### src/rtl/affine_mcm_seq_ctrl.sv
// Sequencer for the shared 6-tap affine MCM interpolation datapath: H pass over rows, then V pass over columns.
// Optional performance counters (busy/stall cycles) are enabled with `define AFFINE_SEQ_PERF_EN.
module affine_mcm_seq_ctrl #(
    parameter int SB_W = 4,
    parameter int SB_H = 4,
    parameter int TAPS = 6,
    parameter int RW   = 4
) (
    input  logic          clk,
    input  logic          rst_n,
    input  logic          start_i,
    input  logic [3:0]    frac_x_i,
    input  logic [3:0]    frac_y_i,
    output logic          ready_o,
    output logic          row_req_o,
    output logic [RW-1:0] row_idx_o,
    input  logic          row_vld_i,
    output logic          filt_en_o,
    output logic          pass_o,
    output logic [3:0]    phase_o,
    output logic          bypass_o,
    output logic [RW-1:0] col_idx_o,
    output logic          out_vld_o,
    input  logic          out_rdy_i,
    output logic          done_o
`ifdef AFFINE_SEQ_PERF_EN
    ,
    output logic [15:0]   busy_cyc_o,
    output logic [15:0]   stall_cyc_o
`endif
);

    // state   | meaning
    // S_IDLE  | waiting for start, ready_o=1
    // S_LOAD  | phases captured, row range selected from frac_y
    // S_HPASS | horizontal pass, one reference row per row_vld_i
    // S_VPASS | vertical pass, one output beat per out_vld_o & out_rdy_i
    // S_DONE  | one-cycle done_o pulse
    typedef enum logic [2:0] {S_IDLE, S_LOAD, S_HPASS, S_VPASS, S_DONE} state_t;

    localparam logic [RW-1:0] ROW_FIRST_FULL = '0;
    localparam logic [RW-1:0] ROW_LAST_FULL  = RW'(SB_H + TAPS - 2);
    localparam logic [RW-1:0] ROW_FIRST_INT  = RW'(TAPS / 2 - 1);
    localparam logic [RW-1:0] ROW_LAST_INT   = RW'(TAPS / 2 - 1 + SB_H - 1);
    localparam logic [RW-1:0] COL_LAST       = RW'(SB_W - 1);
    localparam logic [RW-1:0] VROW_LAST      = RW'(SB_H - 1);

    state_t        state;
    logic [3:0]    frac_x;
    logic [3:0]    frac_y;
    logic [RW-1:0] row;
    logic [RW-1:0] row_last;
    logic [RW-1:0] col;
    logic [RW-1:0] vrow;

    always_ff @(posedge clk or negedge rst_n) begin
        if (!rst_n) begin
            state    <= S_IDLE;
            frac_x   <= '0;
            frac_y   <= '0;
            row      <= '0;
            row_last <= '0;
            col      <= '0;
            vrow     <= '0;
        end else begin
            case (state)
                S_IDLE: begin
                    if (start_i) begin
                        frac_x <= frac_x_i;
                        frac_y <= frac_y_i;
                        state  <= S_LOAD;
                    end
                end
                S_LOAD: begin
                    // Integer vertical phase needs only the SB_H rows under the centre tap.
                    if (frac_y != 4'd0) begin
                        row      <= ROW_FIRST_FULL;
                        row_last <= ROW_LAST_FULL;
                    end else begin
                        row      <= ROW_FIRST_INT;
                        row_last <= ROW_LAST_INT;
                    end
                    state <= S_HPASS;
                end
                S_HPASS: begin
                    if (row_vld_i) begin
                        if (row == row_last) begin
                            col   <= '0;
                            vrow  <= '0;
                            state <= S_VPASS;
                        end else begin
                            row <= row + 1'b1;
                        end
                    end
                end
                S_VPASS: begin
                    if (out_rdy_i) begin
                        if (col == COL_LAST) begin
                            col <= '0;
                            if (vrow == VROW_LAST) begin
                                state <= S_DONE;
                            end else begin
                                vrow <= vrow + 1'b1;
                            end
                        end else begin
                            col <= col + 1'b1;
                        end
                    end
                end
                S_DONE:  state <= S_IDLE;
                default: state <= S_IDLE;
            endcase
        end
    end

    assign ready_o   = (state == S_IDLE);
    assign row_req_o = (state == S_HPASS);
    assign row_idx_o = (state == S_HPASS) ? row : '0;
    assign out_vld_o = (state == S_VPASS);
    assign col_idx_o = (state == S_VPASS) ? col : '0;
    assign pass_o    = (state == S_VPASS);
    assign done_o    = (state == S_DONE);
    assign filt_en_o = (row_req_o & row_vld_i) | (out_vld_o & out_rdy_i);

    always_comb begin
        phase_o  = 4'd0;
        bypass_o = 1'b0;
        if (state == S_HPASS) begin
            phase_o  = frac_x;
            bypass_o = (frac_x == 4'd0);
        end else if (state == S_VPASS) begin
            phase_o  = frac_y;
            bypass_o = (frac_y == 4'd0);
        end
    end

`ifdef AFFINE_SEQ_PERF_EN
    logic stall;
    assign stall = (row_req_o & ~row_vld_i) | (out_vld_o & ~out_rdy_i);

    always_ff @(posedge clk or negedge rst_n) begin
        if (!rst_n) begin
            busy_cyc_o  <= '0;
            stall_cyc_o <= '0;
        end else begin
            if (state != S_IDLE && busy_cyc_o != 16'hFFFF) begin
                busy_cyc_o <= busy_cyc_o + 16'd1;
            end
            if (stall && stall_cyc_o != 16'hFFFF) begin
                stall_cyc_o <= stall_cyc_o + 16'd1;
            end
        end
    end
`endif

endmodule

### config.mk
export PLATFORM = sky130hd
export DESIGN_NAME = affine_mcm_seq_ctrl
export DESIGN_NICKNAME = d
export VERILOG_FILES = /design/src/rtl/affine_mcm_seq_ctrl.sv
export SDC_FILE = /design/constraint.sdc
export NUM_CORES = 1
export LEC_CHECK = 0
export ABC_AREA = 1
export BUFFER_PORTS_ARGS = -buffer_cell sky130_fd_sc_hd__buf_2
export CAP_MARGIN = 20
export CELL_PAD_IN_SITES_DETAIL_PLACEMENT = 0
export CELL_PAD_IN_SITES_GLOBAL_PLACEMENT = 1
export CORE_MARGIN = 3
export CORE_UTILIZATION = 38
export DETAILED_ROUTE_END_ITERATION = 12
export MAX_ROUTING_LAYER = met4
export PLACE_DENSITY = 0.9
export SLEW_MARGIN = 20
export SYNTH_ARGS = -nofsm -noshare
export SYNTH_HDL_FRONTEND = slang
export SYNTH_SLANG_ARGS = --single-unit
### constraint.sdc
create_clock -name clk -period 1.66 [get_ports clk]
set_input_delay 0.249 -clock clk [delete_from_list [all_inputs] [get_ports clk]]
set_output_delay 0.249 -clock clk [all_outputs]
set_load 0.02 [all_outputs]
==> impl_metrics.ini <==
[run_status]
status = completed

[global_routing]
grt_max_degree = 26
grt_pass1_vias = 1276
grt_pass1_wl_mm = 5.56
grt_antenna_before_repair = 0
globalRouteTotalUtil_pct = 16.2
grt-ovfl-total = 0

[yosys]
synth_seq_cells = 25
synth_top_area_share_pct = 42.4
yosys.cell_types.count = 28
synth_area_leaders = dfrtp_1, nand2_1, nor2_1, inv_1, nand3_1
netlist_instances = 201
ys_async_sr_fraction_pct = 100
synth_nets = 217
synth_area_leader_cell = dfrtp_1
yosysWarnings = 0
synth_area_um2 = 1480
synthFlopType = dfrtp_1
synth_edf_count = 0
avgSynthCellArea_um2 = 7.35
ys_seq_area_share_pct = 42.4

[critical_path]
arrival_ns = 1.38
max_stage_delay_ns = 0.45
end_kind = primary output
worstPathRequired_ns = 1.41
critical_path_class = reg2out
cp_max_fo = 6
path_cells = nor2_4 > nand2_4 > buf_6 > nor2_1 > buf_4
cp-start-kind = register
crit_slowest_cell = dfrtp_2
r2r_cells = 5

[power]
leakage_uw = 0.000988
power_uw = 3110
p_per_area_nw_per_um2 = 1640
vdd_drop_max_mv = 0.986

[final_layout]
multi_input_area_um2 = 758
regArea_um2 = 629
finish.utilization_pct = 51.0
syn2layout_area_growth_pct = 28.4
fin_nets = 261
drive_above_1_share_pct = 29.1
nFillCells = 375
antenna_cells = 0
fin_area_um2 = 1900

[clocking]
h-tree-depth = 1
clk_pin_slew_ns = 0.10
cts_num_sinks = 25
root_buffer = clkbuf_8
cts_tree = built
cts_buffers = 3
clkLatencyLatePin_ns = 0.28
cts_buffer_depth = 2

[die]
die_w_um = 68.3
core-area_um2 = 3720
ios = 32
die_area_um2 = 4670
row_count = 22
start_util_pct = 39.7
fp.dieH_um = 68.3

[timing]
final-hold-violation-count = 0
grt_setup_unrepaired = true
slew_violations = 0
slew_headroom_pct = 63.0
skew_ns = 0.0109
whs_ns = 0.212
post-route-period-util_pct = 97.8
period_minus_slack_ns = 1.62
setup_viol = 0
max_freq_mhz = 616
finalSetupTns_ns = 0
tightest_slew_ns = 0.555

[route]
ant_nets = 0
via_per_inst = 4.82
drt_iter0_markers = 42
wl_per_cell_um = 11.4
drc = 0
wirelength_mm = 3.33
vias = 1406
first_pass_iters = 4

[hold_path]
hold_path_class = in2reg
hold_path_depth = 3

[placed_design]
dpl.hpwl_mm = 2.37
port_buffers = 31
finalWeightedCongestion = 0.769
postPlaceCellArea_um2 = 1700

[run]
maxCapViolCount = 0
## what timing repair did
| item | CTS | global route |
|---|---|---|
| endpoints found under the setup margin | 14 | 14 |
| hold endpoints to repair | 25 | 0 |
| cloned | 0 | 1 |
| pin swaps | 2 | 2 |
| resized for setup | 8 | 18 |
| hold buffers | 1 | 0 |
| buffers inserted | 3 | 3 |
## cell type report
cell class,instances,share of cell area [%]
inverter,28,5.54
timing repair buffer,44,15.5
multi-input combinational,143,40.0
clock buffer,3,2.18
sequential,25,33.2
clock inverter,1,0.396
tap,48,3.17
## cells in the mapped netlist (2+ instances only)
library cell,number
a21oi_1,9
nor2_2,2
buf_2,2
inv_1,25
buf_4,2
inv_2,3
nand3_1,15
nand2_2,2
nand4_1,9
nand2_1,49
nor2_1,28
o22ai_1,5
ha_1,3
nand3_2,2
xor2_1,3
dfrtp_1,25
o21ai_1,6
## state kept, by name, summed over array words and instances (netlist names)
register,count
frac_x,4
vrow,4
col,4
state,3
row_last,2
row,4
frac_y,4
## layer usage
layer | share of wire (%) | vias up | GRT usage [%]
met3 | 3.4 | 5 | 1.97
met1 | 46 | 639 | 21.1
met2 | 49 | 28 | 25.3
met4 | 1.8 | 0 | 6.95
met5 | 0 | - | -
li1 | - | 734 | -
## logic make-up after synthesis
group                      count (synthesis)  synth area share, %
adders and majority gates                  3                 2.54
DFF                                       25                 42.4
xor gates and xnor gates                   4                 2.37
AOI/OAI and AO/OA                         23                 9.15
buffers and inverters                     34                 9.32
and+or+nand+nor                          112                 34.2
## cell usage in the layout, fill, tap and decap left out, drive strengths merged, types with 5 or more instances in the layout
cell type / n
nand2: 53
buf: 43
nor2: 30
inv: 28
dfrtp: 25
nand3: 17
nand4: 9
a21oi: 9
o21ai: 8
o22ai: 5
## where the power goes
group	internal (µW)	switching, µW
clock network	170	206
logic	641	1100
registers	817	173
## path summary, 6_finish.rpt
| path | slack (ns) | startpoint | end |
|---|---|---|---|
| max | 0.04 | state[0] | row_idx_o[1] |
| min | 0.21 | frac_x_i[3] | frac_x[3] |
| max reg2reg | 0.17 | state[0] | frac_y[1] |
| min reg2reg | 0.51 | vrow[3] | vrow[3] |
| max in group asynchronous | 0.75 | rst_n | state[1] |
| min in group asynchronous | 0.50 | rst_n | frac_x[3] |
## worst max-delay path, delay by kind of cell, from the launching register on
family                 cells  cell delay [ns]
buffers and inverters      2             0.29
DFF                        1             0.45
and+or+nand+nor            3             0.36
## metrics by stage
stage               instances  setup WS [ns]
global route              292        -0.0290
detailed placement        280          0.135
floorplan                 201          0.103
finish                    292         0.0359
global placement          280          0.166
CTS                       288       0.000553
(Power assumes the default switching activity.)
